File: src/rtl/sprite_fetch_mode3.sv
// Mode-3 object fetcher: on a sprite X match it stalls the pixel pipeline, reads the
// sprite's tile row from VRAM and emits one 8-pixel row. Optional feature: SPRITE_FETCH_OBJ_GATE_EN.
module sprite_fetch_mode3 #(
    parameter int unsigned VRAM_LATENCY = 2,
    parameter int unsigned SPRITE_COUNT = 10,
    parameter logic [15:0] TILE_BASE    = 16'h8000
) (
    input  logic        clk,
    input  logic        rst,
    input  logic        start,
    input  logic [47:0] sprite_queue_in [SPRITE_COUNT-1:0],
    input  logic [7:0]  LCDC,
    input  logic [7:0]  LY,
    input  logic [7:0]  x_pos,
    input  logic [7:0]  vram_dout,
    output logic [15:0] vram_a,
    output logic        vram_rd,
    output logic        stall,
    output logic [15:0] sprite_px,
    output logic [7:0]  sprite_flags,
    output logic        sprite_px_valid,
    output logic        busy
);
    localparam int unsigned IDX_W = (SPRITE_COUNT > 1) ? $clog2(SPRITE_COUNT) : 1;
    localparam int unsigned CNT_W = $clog2(VRAM_LATENCY + 1);

    typedef enum logic [2:0] {IDLE, SCAN, WAIT_LO, WAIT_HI, PUSH} state_t;

    state_t                  state_q, state_d;
    logic [47:0]             queue_q [SPRITE_COUNT-1:0];
    logic [47:0]             queue_d [SPRITE_COUNT-1:0];
    logic [SPRITE_COUNT-1:0] used_q, used_d;
    logic [7:0]              flags_q, flags_d;
    logic [7:0]              lo_q, lo_d;
    logic [CNT_W-1:0]        cnt_q, cnt_d;
    logic [15:0]             vram_a_d, px_d;
    logic [7:0]              sflags_d;
    logic                    vram_rd_d, valid_d, busy_d;

    logic                    hit_c;
    logic [IDX_W-1:0]        hit_idx_c;
    logic [47:0]             sel_c;
    logic [7:0]              row_c, tile_eff_c;
    logic [15:0]             lo_addr_c;
    logic                    unused_bits;

    // Lowest-index valid, unused entry whose X equals the pipeline X
    always_comb begin
        hit_c     = 1'b0;
        hit_idx_c = '0;
        for (int i = 0; i < int'(SPRITE_COUNT); i++) begin
            if (!hit_c && queue_q[i][47:40] == 8'hFE && !used_q[i] && queue_q[i][23:16] == x_pos) begin
                hit_c     = 1'b1;
                hit_idx_c = IDX_W'(i);
            end
        end
        if (state_q != SCAN || start) hit_c = 1'b0;
`ifdef SPRITE_FETCH_OBJ_GATE_EN
        if (!LCDC[1]) hit_c = 1'b0;
`endif
    end

    // Tile row address of the hit entry for the current line
    always_comb begin
        sel_c = queue_q[hit_idx_c];
        row_c = LY - (sel_c[31:24] - 8'd16);
        if (sel_c[6]) row_c = (LCDC[2] ? 8'd15 : 8'd7) - row_c;
        tile_eff_c = LCDC[2] ? {sel_c[15:9], row_c[3]} : sel_c[15:8];
        lo_addr_c  = TILE_BASE + {4'b0, tile_eff_c, 4'b0} + {12'b0, row_c[2:0], 1'b0};
    end

    assign unused_bits = ^{sel_c[47:32], row_c[7:4], LCDC[7:3], LCDC[1:0]};

    assign stall = hit_c || state_q == WAIT_LO || state_q == WAIT_HI || state_q == PUSH;

    always_comb begin
        state_d   = state_q;
        queue_d   = queue_q;
        used_d    = used_q;
        flags_d   = flags_q;
        lo_d      = lo_q;
        cnt_d     = cnt_q;
        vram_a_d  = vram_a;
        vram_rd_d = vram_rd;
        px_d      = sprite_px;
        sflags_d  = sprite_flags;
        valid_d   = 1'b0;
        case (state_q)
            SCAN: begin
                if (hit_c) begin
                    used_d[hit_idx_c] = 1'b1;
                    flags_d   = sel_c[7:0];
                    vram_a_d  = lo_addr_c;
                    vram_rd_d = 1'b1;
                    cnt_d     = '0;
                    state_d   = WAIT_LO;
                end
            end
            WAIT_LO: begin
                if (cnt_q == CNT_W'(VRAM_LATENCY)) begin
                    lo_d     = vram_dout;
                    vram_a_d = vram_a + 16'd1;
                    cnt_d    = '0;
                    state_d  = WAIT_HI;
                end else begin
                    cnt_d = cnt_q + CNT_W'(1);
                end
            end
            WAIT_HI: begin
                if (cnt_q == CNT_W'(VRAM_LATENCY)) begin
                    for (int i = 0; i < 8; i++) begin
                        px_d[15-2*i -: 2] = flags_q[5] ? {vram_dout[i], lo_q[i]}
                                                       : {vram_dout[7-i], lo_q[7-i]};
                    end
                    sflags_d  = flags_q;
                    valid_d   = 1'b1;
                    vram_rd_d = 1'b0;
                    state_d   = PUSH;
                end else begin
                    cnt_d = cnt_q + CNT_W'(1);
                end
            end
            PUSH:    state_d = SCAN;
            default: state_d = state_q;
        endcase
        // A new line start overrides everything and abandons any fetch
        if (start) begin
            queue_d   = sprite_queue_in;
            used_d    = '0;
            cnt_d     = '0;
            vram_rd_d = 1'b0;
            valid_d   = 1'b0;
            px_d      = sprite_px;
            sflags_d  = sprite_flags;
            state_d   = SCAN;
        end
        busy_d = state_d == WAIT_LO || state_d == WAIT_HI || state_d == PUSH;
    end

    always_ff @(posedge clk) begin
        if (!rst) begin
            state_q         <= IDLE;
            for (int i = 0; i < int'(SPRITE_COUNT); i++) queue_q[i] <= '0;
            used_q          <= '0;
            flags_q         <= '0;
            lo_q            <= '0;
            cnt_q           <= '0;
            vram_a          <= '0;
            vram_rd         <= 1'b0;
            sprite_px       <= '0;
            sprite_flags    <= '0;
            sprite_px_valid <= 1'b0;
            busy            <= 1'b0;
        end else begin
            state_q         <= state_d;
            queue_q         <= queue_d;
            used_q          <= used_d;
            flags_q         <= flags_d;
            lo_q            <= lo_d;
            cnt_q           <= cnt_d;
            vram_a          <= vram_a_d;
            vram_rd         <= vram_rd_d;
            sprite_px       <= px_d;
            sprite_flags    <= sflags_d;
            sprite_px_valid <= valid_d;
            busy            <= busy_d;
        end
    end
endmodule
File: config.mk
export PLATFORM = sky130hd
export DESIGN_NAME = sprite_fetch_mode3
export DESIGN_NICKNAME = d
export VERILOG_FILES = /design/src/rtl/sprite_fetch_mode3.sv
export SDC_FILE = /design/constraint.sdc
export NUM_CORES = 1
export LEC_CHECK = 0
export CORE_MARGIN = 2
export CORE_UTILIZATION = 35
export DETAILED_ROUTE_END_ITERATION = 10
export MAX_ROUTING_LAYER = met4
export PLACE_DENSITY = 0.59
export SYNTH_ARGS = -nofsm -noshare
export SYNTH_HDL_FRONTEND = slang
export SYNTH_SLANG_ARGS = --single-unit
File: constraint.sdc
create_clock -name clk -period 5.4 [get_ports clk]
set_clock_uncertainty 0.2 [all_clocks]
set_input_delay 0.81 -clock clk [delete_from_list [all_inputs] [get_ports clk]]
set_output_delay 0.81 -clock clk [all_outputs]
set_load 0.1 [all_outputs]
==> key figures <==
Run status
  • Status: completed

GRT
  • Number of global-route vias before repair: 16206
  • Initial antenna violation count: 22
  • Gr usage total: 0.228
  • First-pass GRT wire length: 97000 um
  • GR Overflow Total: 0
  • Pin count of the biggest net entering global routing: 173

Job
  • Maxcap violations: 0

Die
  • Core ar.: 55100 um^2
  • Die Area: 57700 um^2
  • Die width: 240 um
  • Initial cell density of the core: 0.354
  • IO Pins: 559
  • Chip Height: 240 um
  • Rows: 86

Drt
  • Drc violations: 0
  • DR vias/cell: 4.92
  • DRT iter0 DRCs: 800
  • Wire per inst: 19.8 um
  • Detail Route Antenna Nets: 0
  • DRT Pass-1 Iters: 5
  • Final wirelength: 64900 um
  • Detailed-route via count: 16139

Timing
  • RSZ-0062 raised after global routing: false
  • Max Clk Rate: 205 MHz
  • Final setup violation count: 0
  • Worst Max-Slew Pin Slew: 1.08 ns
  • Setup TNS: 0 ns
  • Endpoints failing hold: 0
  • Final worst setup slack: 0.527 ns
  • Max_slew headroom: 0.279
  • Tmin final: 4.87 ns
  • Fin crit share: 0.902
  • Slew Limit Fails: 0

Clocking
  • Num CTS Buffers: 51
  • Setup bufs post-CTS: 0
  • CTS max path bufs: 3
  • CTS tree: built
  • Clock Latency Late Sink: 0.59 ns
  • CTS sink count: 434
  • Root buf cell: clkbuf_16
  • CTS clk-pin slew, worst paths: 0.05 ns
  • Post-CTS Hold Fix Bufs: 0
  • Post-cts sizing count: 0
  • H-tree depth: 2

Final layout
  • Non-Filler Instances: 3277
  • Post-route cell area: 26500 um^2
  • Area added between synthesis and finish: 35.9%
  • Most common cell after layout, fill and taps aside: nor2_1
  • Commonest non-fill, non-tap cells in the layout: nor2_1 (447), mux2i_1 (445), dfxtp_1 (434)
  • Layout cells sized above 1: 0.0730
  • Final #Nets: 2992

Yosys
  • Synthesized area per cell: 9.47 um^2
  • Number of flops mapped to enable cells by yosys: 0
  • Seq cells post-synth: 434
  • Yosys warnings: 0
  • Yosys cell types: 71
  • Syn_nets: 2584
  • Synth Cell Area: 19500 um^2
  • Sequential share of the synthesized area: 0.445
  • Fraction of registers with async set/reset: 0
  • Ys flop type: dfxtp_1
  • Syn Inst Count: 2061

Worst hold path
  • Hold Path Origin: sprite_flags[7]
  • Worst min path class: flop to flop

Power and ir drop
  • Power Density: 297 nW/um^2
  • Worst vdd ir: 211 uV
  • Leak Pwr: 0.0113 uW

Placement
  • Placed Cells: 3164
  • Port bufs: 427
  • Hpwl dp: 48400 um
  • Placed Area: 24700 um^2
  • GPL Wtd Cong: 0.877
  • Setup WS pre-CTS: -0.0200 ns

Critical path
  • Worst path required time: 4.39 ns
  • Worst reg2reg path startpoint: used_q[6]
  • Critical path arrival: 3.86 ns
  • Critical Path Fanout Max: 11
  • Crit path from: x_pos[4]
  • CP Launch Type: primary input
  • Crit path capture type: primary output
  • Class of the most critical setup path: primary input to primary output
## cell usage after synthesis, types with 8 or more instances
| cell | instances | area share |
|---|---|---|
| nor2_1 | 447 | 0.086 |
| mux2i_1 | 445 | 0.23 |
| dfxtp_1 | 434 | 0.44 |
| nand2_1 | 85 | 0.016 |
| clkbuf_1 | 82 | 0.016 |
| a21oi_1 | 78 | 0.020 |
| xor2_1 | 66 | 0.030 |
| nand3_1 | 36 | 0.0092 |
| o21ai_0 | 31 | 0.0079 |
| buf_1 | 27 | 0.0052 |
| nor4_1 | 25 | 0.0080 |
| xnor2_1 | 22 | 0.0099 |
| nand4_1 | 20 | 0.0064 |
| a211oi_1 | 18 | 0.0069 |
| and3_1 | 17 | 0.0054 |
| mux2_2 | 17 | 0.0098 |
| nor3_1 | 16 | 0.0041 |
| buf_6 | 14 | 0.0081 |
| inv_1 | 14 | 0.0027 |
| mux2_1 | 13 | 0.0075 |
| o211ai_1 | 12 | 0.0046 |
| nand4b_1 | 10 | 0.0045 |
| o21a_1 | 9 | 0.0035 |
| and2_1 | 8 | 0.0026 |
| o21ai_1 | 8 | 0.0021 |
## path summary, 6_finish.rpt
path	endpoint	slack (ns)	cells after the start
max	stall	0.53	11
min	sprite_flags[7]	0.25	2
max reg2reg	vram_a[4]	0.88	18
min reg2reg	sprite_flags[7]	0.25	2
## flip-flops by register name, indices dropped and copies added, names as in the netlist
name	flops
queue_q	360
sprite_px	16
vram_a	16
used_q	10
flags_q	8
lo_q	8
sprite_flags	8
state_q	3
cnt_q	2
busy	1
sprite_px_valid	1
vram_rd	1
## layer usage
layer | part of all wire | GRT usage
met1 | 0.43 | 0.272
met2 | 0.48 | 0.380
met4 | 0.020 | 0.0614
met3 | 0.066 | 0.0584
met5 | 0 | -
## through the flow
stage,power (uW),hold WS [ns],util
5_1_grt,8220,0.268,0.482
4_1_cts,7990,0.254,0.481
6_report,7890,0.253,0.482
3_3_place_gp,4400,0.237,0.449
2_1_floorplan,3970,0.228,-
3_5_place_dp,4420,0.245,0.449
## worst max-delay path: stages
cell             delay [ns]
clkdlybuf4s50_1        0.51
buf_12                 0.19
xor2_1                 0.12
nor4_1                 0.33
nand4_1                0.31
and4_1                 0.35
buf_4                  0.16
nand3_1                0.24
nand2_1                0.30
nand3_1                0.31
buf_12                 0.21
## report_power, final
group          internal (uW)  switching [uW]  total [uW]
Sequential              3360            93.6        3460
Clock                   2160            1380        3540
Combinational            510             380         889
Total                   6040            1850        7890
## cell type report
type                       count  area, um^2
tap                          748         936
antenna                       22        55.1
fill                        5258       28600
multi-input combinational   1482       10200
timing repair buffer         485        4860
inverter                      15        63.8
clock inverter                12         149
sequential                   434        8690
clock buffer                  79        1590
## logic make-up (layout without fill, tap and decap cells)
kind of cell,after synthesis,count (layout),share of synthesized area
other,0,22,0
XOR/XNOR,93,93,0.0436
AO/OA/AOI/OAI,198,198,0.0642
flip-flops,434,434,0.445
AND/OR/NAND/NOR,707,707,0.162
buffers and inverters,145,591,0.0340
multiplexers,476,476,0.246
adder cells (fa/ha/maj),8,8,0.00551
No activity file was read; power rests on OpenSTA's default activity.
